`src/rtl/uart_tx_fifo_param.sv`:
```
// uart_tx_fifo_param: parametrised UART transmitter with a ready/valid input FIFO.
// Frames are 1 start bit, DATA_WIDTH data bits sent LSB first, an optional parity
// bit and 1 or 2 stop bits. Every bit lasts CLKS_PER_BIT clocks. Queued words go
// out back-to-back, with no idle clock between frames.
//
// Ports:
//   clk         clock; all state updates happen on posedge
//   reset       asynchronous, active-high reset
//   P_DATA      payload word to queue
//   DATA_VALID  source offers P_DATA this cycle
//   READY       FIFO can accept a word (equals !full)
//   PAR_EN      1 = insert a parity bit (latched per frame)
//   PAR_TYP     0 = even parity, 1 = odd parity (latched per frame)
//   STOP2       1 = two stop bits (latched per frame)
//   TX_OUT      serial line, idles high (registered)
//   Busy        a frame is in progress on TX_OUT (registered)
//   FIFO_COUNT  number of entries currently queued
module uart_tx_fifo_param #(
  parameter int DATA_WIDTH   = 8,
  parameter int CLKS_PER_BIT = 16,
  parameter int FIFO_DEPTH   = 4
) (
  input  logic                            clk,
  input  logic                            reset,
  input  logic [DATA_WIDTH-1:0]           P_DATA,
  input  logic                            DATA_VALID,
  output logic                            READY,
  input  logic                            PAR_EN,
  input  logic                            PAR_TYP,
  input  logic                            STOP2,
  output logic                            TX_OUT,
  output logic                            Busy,
  output logic [$clog2(FIFO_DEPTH+1)-1:0] FIFO_COUNT
);

  localparam int CW = $clog2(FIFO_DEPTH + 1);
  localparam int AW = $clog2(FIFO_DEPTH);
  localparam int BW = (CLKS_PER_BIT > 1) ? $clog2(CLKS_PER_BIT) : 1;
  localparam int IW = $clog2(DATA_WIDTH);

  typedef enum logic [2:0] {IDLE, START, DATA, PARITY, STOP} state_t;

  // ---------------- input FIFO ----------------
  logic [DATA_WIDTH-1:0] mem [FIFO_DEPTH];
  logic [AW-1:0]         wr_ptr, rd_ptr;
  logic [CW-1:0]         count;
  logic                  full, empty, push, pop;
  logic [DATA_WIDTH-1:0] head;

  assign full  = (count == CW'(FIFO_DEPTH));
  assign empty = (count == '0);
  // READY comes only from the registered count, so it stays low while full
  // even on an edge where a pop also happens.
  assign push  = DATA_VALID && !full;
  assign head  = mem[rd_ptr];

  assign READY      = !full;
  assign FIFO_COUNT = count;

  always_ff @(posedge clk) begin
    if (push) mem[wr_ptr] <= P_DATA;
  end

  // Pointers wrap naturally because FIFO_DEPTH is a power of two.
  always_ff @(posedge clk or posedge reset) begin
    if (reset) begin
      wr_ptr <= '0;
      rd_ptr <= '0;
      count  <= '0;
    end else begin
      if (push) wr_ptr <= wr_ptr + AW'(1);
      if (pop)  rd_ptr <= rd_ptr + AW'(1);
      case ({push, pop})
        2'b10:   count <= count + CW'(1);
        2'b01:   count <= count - CW'(1);
        default: count <= count;
      endcase
    end
  end

  // ---------------- transmit FSM ----------------
  state_t                state, state_n;
  logic [BW-1:0]         baud, baud_n;
  logic [IW-1:0]         idx, idx_n;
  logic                  stop_cnt, stop_cnt_n;
  logic [DATA_WIDTH-1:0] shreg, shreg_n;
  logic                  par_en_q, par_en_n;
  logic                  stop2_q, stop2_n;
  logic                  parity_q, parity_n;
  logic                  tx, tx_n;
  logic                  busy, busy_n;
  logic                  bit_done, load;

  assign bit_done = (baud == BW'(CLKS_PER_BIT - 1));

  always_ff @(posedge clk or posedge reset) begin
    if (reset) begin
      state    <= IDLE;
      baud     <= '0;
      idx      <= '0;
      stop_cnt <= 1'b0;
      shreg    <= '0;
      par_en_q <= 1'b0;
      stop2_q  <= 1'b0;
      parity_q <= 1'b0;
      tx       <= 1'b1;
      busy     <= 1'b0;
    end else begin
      state    <= state_n;
      baud     <= baud_n;
      idx      <= idx_n;
      stop_cnt <= stop_cnt_n;
      shreg    <= shreg_n;
      par_en_q <= par_en_n;
      stop2_q  <= stop2_n;
      parity_q <= parity_n;
      tx       <= tx_n;
      busy     <= busy_n;
    end
  end

  // TX_OUT/Busy are computed one state ahead and registered, so the value
  // for a bit is loaded on the same edge the state enters that bit.
  always_comb begin
    state_n    = state;
    baud_n     = (state == IDLE || bit_done) ? '0 : baud + BW'(1);
    idx_n      = idx;
    stop_cnt_n = stop_cnt;
    shreg_n    = shreg;
    par_en_n   = par_en_q;
    stop2_n    = stop2_q;
    parity_n   = parity_q;
    tx_n       = tx;
    busy_n     = busy;
    load       = 1'b0;
    pop        = 1'b0;

    case (state)
      IDLE: begin
        tx_n   = 1'b1;
        busy_n = 1'b0;
        if (!empty) load = 1'b1;
      end
      START: begin
        if (bit_done) begin
          state_n = DATA;
          idx_n   = '0;
          tx_n    = shreg[0];
          shreg_n = shreg >> 1;
        end
      end
      DATA: begin
        if (bit_done) begin
          if (idx == IW'(DATA_WIDTH - 1)) begin
            stop_cnt_n = 1'b0;
            if (par_en_q) begin
              state_n = PARITY;
              tx_n    = parity_q;
            end else begin
              state_n = STOP;
              tx_n    = 1'b1;
            end
          end else begin
            idx_n   = idx + IW'(1);
            tx_n    = shreg[0];
            shreg_n = shreg >> 1;
          end
        end
      end
      PARITY: begin
        if (bit_done) begin
          state_n    = STOP;
          stop_cnt_n = 1'b0;
          tx_n       = 1'b1;
        end
      end
      STOP: begin
        if (bit_done) begin
          if (stop2_q && !stop_cnt) begin
            stop_cnt_n = 1'b1;
          end else if (!empty) begin
            load = 1'b1;
          end else begin
            state_n = IDLE;
            tx_n    = 1'b1;
            busy_n  = 1'b0;
          end
        end
      end
      default: begin
        state_n = IDLE;
        tx_n    = 1'b1;
        busy_n  = 1'b0;
      end
    endcase

    // Shared frame start from IDLE or straight out of STOP: pop the head and
    // freeze the frame configuration, including its parity bit.
    if (load) begin
      pop      = 1'b1;
      state_n  = START;
      baud_n   = '0;
      shreg_n  = head;
      par_en_n = PAR_EN;
      stop2_n  = STOP2;
      parity_n = PAR_TYP ? ~^head : ^head;
      tx_n     = 1'b0;
      busy_n   = 1'b1;
    end
  end

  assign TX_OUT = tx;
  assign Busy   = busy;

endmodule

```
`config.mk`:
```
export PLATFORM = sky130hd
export DESIGN_NAME = uart_tx_fifo_param
export DESIGN_NICKNAME = d
export VERILOG_FILES = /design/src/rtl/uart_tx_fifo_param.sv
export SDC_FILE = /design/constraint.sdc
export NUM_CORES = 1
export LEC_CHECK = 0
export BUFFER_PORTS_ARGS = -buffer_cell sky130_fd_sc_hd__buf_2
export CAP_MARGIN = 20
export CORE_MARGIN = 5
export CORE_UTILIZATION = 59
export CTS_CLUSTER_SIZE = 8
export DETAILED_ROUTE_END_ITERATION = 8
export PLACE_DENSITY = 0.85
export SLEW_MARGIN = 0
export SYNTH_ARGS = -nofsm -noshare
export SYNTH_HDL_FRONTEND = slang
export SYNTH_SLANG_ARGS = --single-unit
```
`constraint.sdc`:
```
create_clock -name clk -period 2.87 [get_ports clk]
set_clock_uncertainty 0.1 [all_clocks]
set_input_delay 0.4305 -clock clk [delete_from_list [all_inputs] [get_ports clk]]
set_output_delay 0.4305 -clock clk [all_outputs]
set_load 0.005 [all_outputs]
```
==> results.ini <==
[finish]
final_nets=255
final_common_cell=edfxtp_1
finalNonFillerCells=291
drive_above_1_share=0.2025
area_growth_pct=11.56
fin_area_mm2=0.003114
utilization=0.6682
mostFrequentLayoutCells=32 x edfxtp_1, 30 x dfrtp_1, 19 x buf_2, 16 x nand2_1, 15 x inv_1
n_antenna_cell=0

[clock_network]
tritoncts.num_buffers=9
clockRootBuffer=clkbuf_8
post_cts_resized=0
h-tree-depth=3
cts_sinks=63
path_clk_slew_ps=70
clockBufferDepth=2
cts_tree=done
cts_setup_buffers=0
clk_latency_ps=330
cts_hold_buf=0

[logic_synthesis]
synth_cell_types=41
synth-adder-area-share=0.04303
synth_xor_xnor_area_share=0.05468
syn_area_mm2=0.002791
synthCells=205
syn_nets=228
yosys_warnings=0
seq_area_frac_synth=0.6226
synth_top_family_by_area=compound AO/OA/AOI/OAI gates
synth_mux_area_frac=0.08113
synth_area_leaders=edfxtp_1 34%, dfrtp_1 27%, mux4_1 3.8%, ha_1 3.6%, mux4_2 3.2%
yosysTopAreaCell=edfxtp_1
synth_seq_cells=63
yosysTopAreaCellShare=0.3442
avgSynthCellArea_um2=13.62
yosys.area_share.simple=0.07396
synth_compound_area_frac=0.08740

[grt]
grt_usage=0.1819
antenna_found_initial=0
grt-ovfl-total=0
grt_pass1_wl_mm=8.459
first_global_vias=1810
grt_max_degree=32

[power]
power_leakage_nw=1.341
power_density_mw_per_mm2=699.5
power_mw=2.178
max-vdd-ir-drop_mv=0.4492

[place]
portBuffers=19
gp_congestion=0.9118
dpl.hpwl_mm=3.333
place_inst=275
postPlaceCellArea_mm2=0.002940

[sta]
finalSetupViolCount=0
fmaxAchievable_ghz=0.3873
maxSlewViolCount=0
period_needed_ps=2582
fin_crit_sh=0.8996
rsz0062_at_grt=false
slew_headroom=0.5967
worstMarginPinSlew_ps=605.0
setup_tns_ps=0
hold_viol_final=0

[worst_setup_path]
slowest_delay_ps=380
slowest_stage=dfrtp_1
cp_cell_sequence=ha_1 > and3_1 > o21ai_0 > a21o_1 > inv_2 > ha_1 > inv_1 > fa_1 > xor2_1 > nor2_1 > xor2_1
required_ps=3030
cp_max_fo=7
reg2reg_depth=11
worst_ep_arrival_time_ps=2740
critPathLaunchType=register
end_kind=register
path_class=reg2reg

[die]
die_x_um=78.79
initial_utilization=0.5989
die_h_um=78.79
die_area_mm2=0.006207
fp-row-count=25
io_pins=20
core_area_mm2=0.004661

[detailed_routing]
drtAntennaViolNets=0
drc=0
first_pass_iters=4
initialDrtViolationCount=113
wl_per_cell_um=16.46
wirelength_mm=4.789
via_per_inst=5.749
dr_total_vias=1673

[flow_run]
drv_cap=0

[outcome]
status=completed

[min_path]
worstHoldPathType=in2async

flip-flops by register name, indices dropped and copies added (netlist names), 2 cells and up:
signal,cells
idx,3
rd_ptr,2
state,3
shreg,8
wr_ptr,2
baud,4
mem,32
FIFO_COUNT,3
cell usage after synthesis, drive strengths merged:
cell,n
edfxtp,32
dfrtp,30
inv,16
nand2,16
a21oi,11
o21ai,11
nor2,10
xnor2,9
ha,8
mux4,8
o22ai,6
and3,5
clkbuf,5
xor2,5
a21o,3
nand2b,3
nand3,3
o31ai,3
buf,2
mux2i,2
nor3,2
nor4,2
a211o,1
a211oi,1
a22o,1
a31o,1
dfstp,1
fa,1
mux2,1
nor2b,1
o311ai,1
o41ai,1
or2,1
or3b,1
xnor3,1
per-stage QoR:
step                      hold WS (ps)  setup slack [ps]
after floorplan                  329.1             332.9
after global placement           339.5             469.3
after detailed placement         357.5             304.8
after CTS                        57.49             302.1
after global routing             96.45             61.21
final                            64.61             288.1
report_power, final:
| group | switching (mW) | internal, mW | leakage, nW | total [mW] |
|---|---|---|---|---|
| clock | 0.350 | 0.317 | 0.0829 | 0.667 |
| sequential | 0.0591 | 1.09 | 0.673 | 1.15 |
| combinational | 0.194 | 0.167 | 0.586 | 0.360 |
path summary, 6_finish.rpt:
kind                          from            end  slack [ps]
max in group asynchronous    reset         TX_OUT        2280
min reg2reg                baud[0]        baud[0]         370
max reg2reg                baud[0]  FIFO_COUNT[2]         290
min                          reset      wr_ptr[0]          60
max                        baud[0]  FIFO_COUNT[2]         290
min in group clk            PAR_EN       par_en_q         200
final cells by class:
class | count | area, um^2
Timing Repair Buffer | 23 | 125.1
Multi-Input combinational cell | 119 | 949.7
Clock inverter | 6 | 46.29
Sequential cell | 63 | 1738
Fill cell | 322 | 1546
Inverter | 16 | 60.06
Tap cell | 54 | 67.56
Clock buffer | 10 | 127.6
critical path, delay by kind of cell, from the launching register on:
kind                       cells  cell delay [ps]
buffers and inverters          2              120
adders and majority gates      3              750
and+or+nand+nor                2              400
DFF                            1              380
AOI/OAI and AO/OA              2              440
xor gates and xnor gates       2              320
metal layers:
layer,GRT usage,routed length [um],vias to the layer above
li1,-,-,795
met1,0.2183,1996,821
met2,0.3031,2496,47
met3,0.06803,222,10
met4,0.06119,74,0
met5,0,0,-
logic make-up after synthesis:
family,Yosys count
and+or+nand+nor,44
xor gates and xnor gates,15
AOI/OAI and AO/OA,40
buffers and inverters,23
DFF,63
muxes,11
adders and majority gates,9
(Power assumes the default switching activity.)
